==> src/rtl/period_meter.sv <==
// Measures the period of a slow square wave in clkin cycles.
// Reports it as a saturating two-digit BCD value with a stall timeout.
module period_meter #(
  parameter int SYNC_STAGES = 2,
  parameter int TIMEOUT     = 1000
) (
  input  logic       clkin,
  input  logic       clr,
  input  logic       sig_in,
  output logic [3:0] digit_hi,
  output logic [3:0] digit_lo,
  output logic       valid,
  output logic       ovf,
  output logic       stalled,
  output logic       busy
);

  localparam int TW = $clog2(TIMEOUT + 1);
  localparam logic [TW-1:0] TMO_LAST = TW'(TIMEOUT - 1);

  if (SYNC_STAGES < 2) begin : g_bad_sync
    $error("SYNC_STAGES must be at least 2");
  end
  if (TIMEOUT <= 99) begin : g_bad_tmo
    $error("TIMEOUT must be greater than 99");
  end

  typedef enum logic {
    IDLE,
    MEASURE
  } state_t;

  state_t state, state_nx;

  logic [SYNC_STAGES-1:0] sync;
  logic s;
  logic s_d;
  logic rise;

  logic [3:0]    cnt_hi, cnt_hi_nx;
  logic [3:0]    cnt_lo, cnt_lo_nx;
  logic [TW-1:0] tmo, tmo_nx;
  logic          ovf_run, ovf_run_nx;
  logic [3:0]    digit_hi_nx;
  logic [3:0]    digit_lo_nx;
  logic          valid_nx;
  logic          ovf_nx;
  logic          stalled_nx;

  always_ff @(posedge clkin) begin
    if (clr) begin
      sync <= '0;
      s_d  <= 1'b0;
    end else begin
      sync <= {sync[SYNC_STAGES-2:0], sig_in};
      s_d  <= s;
    end
  end

  assign s    = sync[SYNC_STAGES-1];
  assign rise = s & ~s_d;
  assign busy = (state == MEASURE);

  always_ff @(posedge clkin) begin
    if (clr) begin
      state    <= IDLE;
      cnt_hi   <= 4'd0;
      cnt_lo   <= 4'd1;
      tmo      <= '0;
      ovf_run  <= 1'b0;
      digit_hi <= 4'd0;
      digit_lo <= 4'd0;
      valid    <= 1'b0;
      ovf      <= 1'b0;
      stalled  <= 1'b0;
    end else begin
      state    <= state_nx;
      cnt_hi   <= cnt_hi_nx;
      cnt_lo   <= cnt_lo_nx;
      tmo      <= tmo_nx;
      ovf_run  <= ovf_run_nx;
      digit_hi <= digit_hi_nx;
      digit_lo <= digit_lo_nx;
      valid    <= valid_nx;
      ovf      <= ovf_nx;
      stalled  <= stalled_nx;
    end
  end

  always_comb begin
    state_nx    = state;
    cnt_hi_nx   = cnt_hi;
    cnt_lo_nx   = cnt_lo;
    tmo_nx      = tmo;
    ovf_run_nx  = ovf_run;
    digit_hi_nx = digit_hi;
    digit_lo_nx = digit_lo;
    valid_nx    = 1'b0;
    ovf_nx      = ovf;
    stalled_nx  = stalled;
    unique case (state)
      IDLE: begin
        if (rise) begin
          state_nx   = MEASURE;
          cnt_hi_nx  = 4'd0;
          cnt_lo_nx  = 4'd1;
          tmo_nx     = '0;
          ovf_run_nx = 1'b0;
        end
      end
      MEASURE: begin
        if (rise) begin
          digit_hi_nx = cnt_hi;
          digit_lo_nx = cnt_lo;
          ovf_nx      = ovf_run;
          valid_nx    = 1'b1;
          stalled_nx  = 1'b0;
          cnt_hi_nx   = 4'd0;
          cnt_lo_nx   = 4'd1;
          ovf_run_nx  = 1'b0;
          tmo_nx      = '0;
        end else begin
          tmo_nx = tmo + TW'(1);
          // saturate at 99 and remember that the period overflowed
          if (cnt_hi == 4'd9 && cnt_lo == 4'd9) begin
            ovf_run_nx = 1'b1;
          end else if (cnt_lo == 4'd9) begin
            cnt_lo_nx = 4'd0;
            cnt_hi_nx = cnt_hi + 4'd1;
          end else begin
            cnt_lo_nx = cnt_lo + 4'd1;
          end
          if (tmo == TMO_LAST) begin
            state_nx   = IDLE;
            stalled_nx = 1'b1;
          end
        end
      end
      default: state_nx = IDLE;
    endcase
  end

endmodule
==> config.mk <==
export PLATFORM = sky130hd
export DESIGN_NAME = period_meter
export DESIGN_NICKNAME = d
export VERILOG_FILES = /design/src/rtl/period_meter.sv
export SDC_FILE = /design/constraint.sdc
export NUM_CORES = 1
export LEC_CHECK = 0
export CORE_MARGIN = 2
export CORE_UTILIZATION = 49
export DETAILED_ROUTE_END_ITERATION = 10
export HOLD_SLACK_MARGIN = 0.06
export PLACE_DENSITY = 0.77
export SLEW_MARGIN = 10
export SYNTH_ARGS = -nofsm -noshare
export SYNTH_HDL_FRONTEND = slang
export SYNTH_SLANG_ARGS = --single-unit
==> constraint.sdc <==
create_clock -name clkin -period 1.4 [get_ports clkin]
set_input_delay 0.35 -clock clkin [delete_from_list [all_inputs] [get_ports clkin]]
set_output_delay 0.35 -clock clkin [all_outputs]
set_load 0.02 [all_outputs]
# After elaboration in Yosys (flattened, before gate mapping)

Cells that the tools add are included.

Register bits after elaboration: 34
Bits of input ports: 3
Output and inout bits: 12
Logic and storage cells: 56

Add/sub/neg operators: 3
Equal/unequal tests: 7
Multiplexer cells: 23
Bitwise logic cells: 3
Reductions and logical operators: 8

Operator list:

| operator              | count |
|---|---|
| $mux 4                | 8 |
| $mux 10               | 2 |
| $pmux 10 s2           | 1 |
| $pmux 4 s2            | 2 |
| $add 10x1->10 const B | 1 |
| $eq 10x10->1 const B  | 1 |
| $add 4x1->4 const B   | 2 |
| $eq 4x4->1 const B    | 2 |
| $mux 1                | 8 |
| $reduce_and 2->1      | 4 |
| $ne 3x1->1 const B    | 2 |
| $pmux 1 s2            | 2 |
| $ne 3x3->1 const B    | 1 |
| $reduce_and 3->1      | 1 |
| $ne 2x2->1 const B    | 1 |
| $not 1->1             | 2 |
| $reduce_bool 2->1     | 1 |
| $reduce_or 2->1       | 1 |
| $and 1x1->1           | 1 |
| $logic_and 1x1->1     | 1 |

# Depth between registers and ports, before layout

Gate-level depths: netlist of run 1.

Depth after elaboration: 5
Gate-level depth with buffers: 6
Depth with buffers taken out: 5

# Worst setup path before layout of run 1

No wires, ideal clock.

Path type: reg-to-reg
From: reg cnt_hi[1]
To: reg cnt_hi[2]
Setup time: 0.071 ns
Arrival: 1.358 ns
Required time: 1.329 ns
Slack: -0.029 ns
Stages on the path, launching flop included: 7
Path buffers: 1
Clock period less this slack: 1.429 ns
Cells stage by stage: dfxtp_1 -> inv_1 -> ha_1 -> and3b_1 -> buf_2 -> or4_1 -> a21oi_1

Word-level cells in the longest chain between the ends: 5
Elaborated cells between the ends (all ways): 9
Those cells by class: 1 x add/sub; 2 x eq/ne; 4 x mux; 2 x reduce/logical

Ends and longest elaborated chain:

| what                     | RTL line | source |
|---|---|---|
| start: declaration       | 40       | `logic [3:0] cnt_hi, cnt_hi_nx;` |
| start signal: assignment | 78       | `cnt_hi <= cnt_hi_nx;` |
| $add 4x1->4              | 129      | `cnt_hi_nx = cnt_hi + 4'd1;` |
| $mux 4                   | 127      | `end else if (cnt_lo == 4'd9) begin` |
| $mux 4                   | 125      | `if (cnt_hi == 4'd9 && cnt_lo == 4'd9) begin` |
| $mux 4                   | 112      | `if (rise) begin` |
| $pmux 4 s2               | 101      | `unique case (state)` |

Parallel ways exist; a longest one is shown, timed or not. The select of a mux whose other input is x is not followed.
A chain may end at the register's enable or synchronous reset.

# Worst setup path after layout of run 1

Ends and elaborated chain as after synthesis.

==> metrics.md, run 1 <==
| Metric | Value |
|---|---|
| Result of the run | `finished, final reports clean` |
| Final cell count without fillers | `between 200 and 250` |
| Final slew viol count | `0` |
| End of the worst register-to-register path | `cnt_hi[2]` |
| Port buffer count | `14` |
| Average vias per placed instance | `5.748` |
| Number of buffer and inverter stages on the critical path | `1` |
| Worst voltage drop across the vdd grid | `0.0008605 V` |
| Hold WS | `between 0.4 and 0.5 ns` |
| Clock transition time at the flip-flop clock pins of the worst setup and hold paths | `approximately 0.10 ns` |
| Flip-flop and latch count after synthesis | `34` |
| P&R area growth vs syn | `28.64%` |
| Residual DRC count | `0` |
| Synth warnings | `0` |
| Measured slew at the worst slew-check pin | `0.4833 ns` |
| DIE AREA | `0.003306 mm²` |
| Setup violators final | `0` |
| Synth Area in XOR/XNOR | `0.02498` |
| Top cells by area, synth | `dfxtp_1 (49%), a22o_1 (5.6%), ha_1 (4.5%)` |
| Number of inserted diodes | `0` |
| Library cells used by synthesis | `37` |
| Reg2reg setup slack | `~0.038 ns` |
| Worst Skew | `0.01130 ns` |
| Logic pwr share | `0.060` |
| Post-synthesis average cell area | `9.947 µm²` |
| Fraction of the mapped netlist area in simple logic gates | `0.2150` |
| Count of max-cap constraint violations | `0` |
| Maximum clock frequency | `734.4 MHz` |
| Net load switching power | `0.0003756 W` |
| Root buffer selected by CTS | `clkbuf_4` |
| Overflow left after global routing | `0` |
| Post-route worst setup slack | `0.03829 ns` |
| Cell internal pwr | `0.001262 W` |
| Number of global-route vias before repair | `between 1000 and 1500` |
| Number of buffers inserted for hold repair after clock tree synthesis | `0` |
| Last weighted congestion value of the routability-driven placer | `0.7240` |
| Largest fanout on the critical path | `6` |
| Syn Nets | `149` |
| Later-pin clock latency in the skew report | `0.34 ns` |
| Min-Delay Startpoint | `sync[0]` |
| Critical path capture point type | `flip-flop` |
| Wire per inst | `13.63 µm` |
| Core footprint | `0.002734 mm²` |
| Row count | `19` |
| Initial core utilization | `0.5130` |
| Data required, critical path | `1.67 ns` |
| Mux share of post-synthesis cell area | `0.01517` |
| Complex-gate fraction of the synthesized area | `0.1838` |
| Worst slew margin relative to its limit | `0.6778` |
| Share of power burned in registers | `0.601` |
| Arithmetic-cell share of the synthesized area counting full adders, half adders and majority gates | `0.04460` |
| Number of antenna violations at the first check in global routing | `0` |
| Power density over cell area | `907.9 mW/mm²` |
| Total track usage | `0.1991` |
| TritonCTS buffer count | `5` |
| Main combinational cell family by area after synthesis | `simple AND/OR/NAND/NOR gates` |
| Sum of routed wire length over all layers | `2807 µm` |
| Maximum cell stage delay along the critical path | `0.40 ns` |
| Unrepaired setup endpoints after global routing | `true` |
| Slowest stage cell, crit path | `or4_1` |
| Placed cell count | `196` |
| Detailed placer's ending HPWL | `1972 µm` |
| WHS Endpoint | `sync[1]` |
| Sequential cell area fraction in the yosys report | `0.4853` |
| Detailed-route via count | `1184` |
| Worst EP arrival | `approximately 1.6 ns` |
| Count of nets after finishing | `182` |
| Combined area of all synthesized cells | `0.001403 mm²` |
| Worst reg-to-reg path cell count | `5` |
| Final cycle utilization of the critical path | `0.9727` |
| Hold violation count in the final report | `0` |
| Sw frac | `0.2293` |
| Setup crit start kind | `flip-flop` |
| P_leak | `0.7089 nW` |
| Drt first-iter violations | `37` |
| Hold Path Depth | `1` |
| Clock tree buffer depth | `2` |
| Clock period minus worst slack | `1.362 ns` |
| Synth Instances | `between 100 and 150` |
| Clk pwr share | `0.339` |
| Pre-Repair DR Iteration Count | `4` |
| Critical R2R Launch | `cnt_hi[1]` |
| Largest delay contributor family on the critical path | `simple AND/OR/NAND/NOR gates` |
| Global-route wire length before repair | `5071 µm` |
| Post-DRT Antenna Nets | `0` |
| Clock H-tree levels | `2` |
| Number of clock sinks | `34` |
| Pin count of the biggest net entering global routing | `20` |
| DIE HEIGHT | `57.50 µm` |
| Post-synthesis cell type with the largest combined area | `dfxtp_1` |
| Fraction of synthesized cell area taken by the top area cell type | `0.4853` |
| Worst Path Class, Setup | `flip-flop to flip-flop` |
| Fraction of layout cells with a size suffix above 1 | `0.2857` |
| Series of cell instances along the critical path | `inv_2, ha_4, and3b_2, or4_1, a21oi_1` |
| Path type of the worst min-delay path | `flip-flop to flip-flop` |
| Post-place setup slack | `-0.1541 ns` |
| Die Wd | `57.50 µm` |
| CTS tree | `done` |
| # IOs | `15` |
[layer usage]
layer	wire, µm	up-vias	GRT usage
met5	0	-	0
met4	51	0	0.1030
met3	122	5	0.07029
met2	1432	17	0.3295
met1	1201	570	0.2244
li1	-	592	-
[per-stage QoR]
stage | TNS, ns | instance area, µm² | total power [W] | util
after CTS | 0 | 1733 | 0.001664 | 0.6339
after floorplan | -0.005640 | 1408 | 0.001061 | -
after global placement | -2.184 | 1670 | 0.001096 | 0.6110
after detailed placement | -3.591 | 1670 | 0.001100 | 0.6110
after global routing | -0.03883 | 1804 | 0.001717 | 0.6600
final | 0 | 1804 | 0.001638 | 0.6600
[repair_timing]
action	in CTS	in global routing
pin swaps	0	4
setup buffers	0	2
setup endpoints to repair	14	24
gates resized for setup	16	30
[worst max path at each step]
stage	from	endpoint	slack (ns)	cells past startpoint
final	cnt_hi[1]	cnt_hi[2]	0.04	5
after global routing	cnt_hi[1]	cnt_hi[2]	-0.04	5
after CTS	cnt_hi[1]	cnt_hi[2]	0.009	5
after detailed placement	clr	cnt_lo[0]	-0.15	4
after global placement	clr	digit_hi[1]	-0.10	3
after floorplan	cnt_lo[0]	cnt_hi[2]	-0.006	4
[Yosys cell counts]
library cell / instances
or2b_1: 1
a211oi_1: 1
xor2_1: 3
or4_1: 4
nand3_1: 5
a21oi_1: 12
o211ai_1: 1
buf_2: 2
nand2_1: 6
o21bai_1: 1
nand2_2: 1
nor3_2: 1
o21a_1: 1
nor4bb_1: 1
nor2b_1: 5
nand4_1: 4
buf_4: 1
a22o_1: 9
a41oi_1: 1
mux2i_1: 1
and4_1: 1
nor2_1: 6
inv_1: 6
o31ai_1: 3
nand4b_4: 1
ha_1: 5
nand3b_1: 1
xnor2_1: 1
nand3_2: 1
a31oi_1: 3
and3b_1: 2
dfxtp_1: 34
mux2_2: 1
or3_1: 7
buf_1: 1
o21ai_0: 6
a21oi_2: 1
[placed cells by master (no fill, tap or decap), types with 4 or more instances in the layout]
cell type / instances
o21ai_0: 6
inv_1: 4
buf_4: 16
nor2b_1: 5
or4_1: 4
nand3_1: 5
clkbuf_4: 5
nor2_1: 6
or3_1: 7
a21oi_1: 12
nand4_1: 4
a22o_1: 9
dfxtp_1: 24
clkdlybuf4s15_1: 9
dfxtp_2: 8
nand2_1: 6
[area by class of cell]
| cell class | count | area (µm²) |
|---|---|---|
| Clock buffer | 7 | 55.05 |
| Clock inverter | 1 | 5.005 |
| Fill cell | 221 | 929.6 |
| Inverter | 6 | 22.52 |
| Multi-Input combinational cell | 97 | 729.5 |
| Sequential cell | 34 | 698.2 |
| Tap cell | 31 | 38.79 |
| Timing Repair Buffer | 30 | 255.2 |
[cells by family (layout without fill, tap and decap cells)]
logic type	count (synthesis)	in the layout
AOI/OAI and AO/OA	39	39
xor gates and xnor gates	4	4
adders and majority gates	5	5
buffers and inverters	10	44
DFF	34	34
muxes	2	2
and+or+nand+nor	47	47
[power by group through the flow]
stage / Clock, W / Combinational, W / Sequential [W]
5_1_grt: 0.000621 / 0.000110 / 0.000986
6_report: 0.000556 / 0.0000979 / 0.000984
2_1_floorplan: 0 / 0.0000506 / 0.00101
3_3_place_gp: 0 / 0.0000891 / 0.00101
4_1_cts: 0.000581 / 0.0000973 / 0.000985
3_5_place_dp: 0 / 0.0000933 / 0.00101
[flip-flops by register name (all words and copies together) (netlist names)]
register  flops
ovf           1
cnt_lo        4
cnt_hi        4
digit_hi      4
busy          1
valid         1
sync          2
tmo          10
s_d           1
ovf_run       1
digit_lo      4
stalled       1
No activity file was read; power rests on OpenSTA's default activity.
==> run 2: changes to the inputs <==
Settings changed: CORE_UTILIZATION 49 to 25, PLACE_DENSITY 0.77 to 0.47.
==> metrics.md, run 2 (synthesized netlist as in run 1, its figures left out) <==
| Metric | Value |
|---|---|
| Final slew viol count | `0 (unchanged)` |
| Sum of routed wire length over all layers | `2972 µm (was 2807 µm)` |
| Sum Neg Setup Slack | `0 ns (unchanged)` |
| Area of all sequential standard cells | `693.2 µm² (was 698.2 µm²)` |
| # IOs | `15 (unchanged)` |
| Most common library cell in the layout ignoring fill and taps | `buf_4 (was dfxtp_1)` |
| Final cell count without fillers | `258 (was 206)` |
| Overflow left after global routing | `0 (unchanged)` |
| Result of the run | `finished, final reports clean (unchanged)` |
| TritonCTS buffer count | `5 (unchanged)` |
| Count of max-cap constraint violations | `0 (unchanged)` |
| WHS Endpoint | `sync[1] (unchanged)` |
| P&R area growth vs syn | `43.80% (was 28.64%)` |
| Path type of the worst min-delay path | `flip-flop to flip-flop (unchanged)` |
| Count of nets after finishing | `193 (was 182)` |
| CTS tree | `done (unchanged)` |
| Worst Path Class, Setup | `flip-flop to flip-flop (unchanged)` |
| Clock H-tree levels | `2 (unchanged)` |
| Detailed placer's ending HPWL | `2080 µm (was 1972 µm)` |
| Last weighted congestion value of the routability-driven placer | `0.7700 (was 0.7240)` |
| Average vias per placed instance | `4.612 (was 5.748)` |
| Hold WS | `0.4392 ns (was 0.4543 ns)` |
| Number of antenna violations at the first check in global routing | `0 (unchanged)` |
| Number of buffer and inverter stages on the critical path | `0 (was 1)` |
| Clock transition time at the flip-flop clock pins of the worst setup and hold paths | `0.08 ns (was 0.10 ns)` |
| Reg with most FFs | `tmo (unchanged)` |
| Die Wd | `78.90 µm (was 57.50 µm)` |
| Final cycle utilization of the critical path | `0.9892 (was 0.9727)` |
| Slowest stage cell, crit path | `or4_4 (was or4_1)` |
| Number of buffers inserted for hold repair after clock tree synthesis | `0 (unchanged)` |
| Residual DRC count | `0 (unchanged)` |
| Initial core utilization | `0.2563 (was 0.5130)` |
| Top library cells by usage in the layout, fill and taps aside | `buf_4 (27), dfxtp_1 (26), dlygate4sd2_1 (12) (was dfxtp_1 (24), buf_4 (16), a21oi_1 (12))` |
| Reg2reg setup slack | `0.02 ns (was 0.04 ns)` |
| Core footprint | `0.005473 mm² (was 0.002734 mm²)` |
| Critical R2R Launch | `cnt_hi[0] (was cnt_hi[1])` |
| P_leak | `0.8414 nW (was 0.7089 nW)` |
| Later-pin clock latency in the skew report | `0.28 ns (was 0.34 ns)` |
| Area of the multi-input gates | `745.7 µm² (was 729.5 µm²)` |
| Wire per inst | `11.52 µm (was 13.63 µm)` |
| Largest fanout on the critical path | `5 (was 6)` |
| Hold Path Depth | `1 (unchanged)` |
| Unrepaired setup endpoints after global routing | `true (unchanged)` |
| Worst voltage drop across the vdd grid | `0.0007322 V (was 0.0008605 V)` |
| Power density over cell area | `1076 mW/mm² (was 907.9 mW/mm²)` |
| Hold violation count in the final report | `0 (unchanged)` |
| DIE AREA | `0.006225 mm² (was 0.003306 mm²)` |
| Worst slew margin relative to its limit | `0.7338 (was 0.6778)` |
| Critical path capture point type | `flip-flop (unchanged)` |
| Setup crit start kind | `flip-flop (unchanged)` |
| Maximum clock frequency | `722.1 MHz (was 734.4 MHz)` |
| Post-DRT Antenna Nets | `0 (unchanged)` |
| Total track usage | `0.1037 (was 0.1991)` |
| Clock period minus worst slack | `1.385 ns (was 1.362 ns)` |
| Count of filler cells inserted in the layout | `579 (was 221)` |
| Data required, critical path | `1.62 ns (was 1.67 ns)` |
| Min-Delay Startpoint | `sync[0] (unchanged)` |
| End of the worst register-to-register path | `cnt_hi[2] (unchanged)` |
| Number of clock sinks | `34 (unchanged)` |
| Pin count of the biggest net entering global routing | `20 (unchanged)` |
| Largest register FFs | `10 (unchanged)` |
| Row count | `27 (was 19)` |
| Detailed-route via count | `1190 (was 1184)` |
| Largest delay contributor family on the critical path | `simple AND/OR/NAND/NOR gates (unchanged)` |
| Worst EP arrival | `1.61 ns (was 1.63 ns)` |
| DIE HEIGHT | `78.90 µm (was 57.50 µm)` |
| Fraction of layout cells with a size suffix above 1 | `0.3333 (was 0.2857)` |
| Worst Skew | `0.008190 ns (was 0.01130 ns)` |
| Power, Total | `0.002171 W (was 0.001638 W)` |
| Drt first-iter violations | `32 (was 37)` |
| Post-place setup slack | `-0.1958 ns (was -0.1541 ns)` |
| Global-route wire length before repair | `5064 µm (was 5071 µm)` |
| Worst reg-to-reg path cell count | `4 (was 5)` |
| Root buffer selected by CTS | `clkbuf_8 (was clkbuf_4)` |
| Placed cell count | `244 (was 196)` |
| Pre-Repair DR Iteration Count | `4 (unchanged)` |
| Number of global-route vias before repair | `1161 (was 1203)` |
| Port buffer count | `14 (unchanged)` |
| Setup violators final | `0 (unchanged)` |
| Measured slew at the worst slew-check pin | `0.3978 ns (was 0.4833 ns)` |
| Post-route worst setup slack | `0.01516 ns (was 0.03829 ns)` |
| Series of cell instances along the critical path | `ha_2, and3b_2, or4_4, a21oi_2 (was inv_2, ha_4, and3b_2, or4_1, a21oi_1)` |
| Maximum cell stage delay along the critical path | `0.42 ns (was 0.40 ns)` |
| Clock tree buffer depth | `2 (unchanged)` |
| Number of inserted diodes | `0 (unchanged)` |
## run 2: changes by cell type in the layout (fill, tap and decap cells not counted), sizes merged
cell           previous run  this run
buf                      16        27
bufinv                    0         2
clkbuf                    8         5
clkdlybuf4s15            10         0
dlygate4sd2               1        12
## run 2: worst reg2reg max path, cell delays in order, from the launching register on
cell	delay (ns)
dfxtp_4	0.36
ha_2	0.17
and3b_2	0.24
or4_4	0.42
a21oi_2	0.13
## run 2: power breakdown
| part | switching [W] | internal [W] |
|---|---|---|
| clock | 0.000367 | 0.000713 |
| sequential | 0.00000706 | 0.000976 |
| combinational | 0.0000582 | 0.0000493 |
| total | 0.000432 | 0.00174 |
## run 2: how the worst max path moves through the flow
| stage | cells past startpoint | slack [ns] | from | end |
|---|---|---|---|---|
| after CTS | 5 | 0.01 | cnt_hi[0] | cnt_lo[0] |
| after detailed placement | 4 | -0.20 | clr | cnt_lo[0] |
| final | 4 | 0.02 | cnt_hi[0] | cnt_hi[2] |
| after global routing | 4 | -0.03 | cnt_hi[0] | cnt_hi[2] |
| after global placement | 4 | -0.15 | clr | cnt_lo[0] |
| after floorplan | 4 | -0.006 | cnt_lo[0] | cnt_hi[2] |
## run 2: final cells by class
cell class / count / share of cell area
Multi-Input combinational cell: 97 / 0.3697
Sequential cell: 34 / 0.3437
Timing Repair Buffer: 41 / 0.1625
Tap cell: 72 / 0.04467
Clock buffer: 5 / 0.03412
Clock inverter: 3 / 0.03412
Inverter: 6 / 0.01117
## run 2: repair_timing
action / CTS / global route
gates resized for setup: 18 / 15
pin swaps: 2 / 3
endpoints found under the setup margin: 16 / 9
buffers inserted: 1 / 5
## run 2: through the flow
stage,util,cell area [µm²]
5_1_grt,0.3685,2017
3_3_place_gp,0.3242,1774
3_5_place_dp,0.3242,1774
2_1_floorplan,-,1408
6_report,0.3685,2017
4_1_cts,0.3512,1922
## run 2: layer usage
layer | share of wire | GRT usage | vias up | wire (µm)
met2 | 0.49 | 0.1692 | 21 | 1450
met5 | 0 | 0 | - | 0
met4 | 0.019 | 0.04655 | 0 | 55
met1 | 0.45 | 0.1241 | 552 | 1349
li1 | - | - | 610 | -
met3 | 0.039 | 0.03409 | 7 | 116
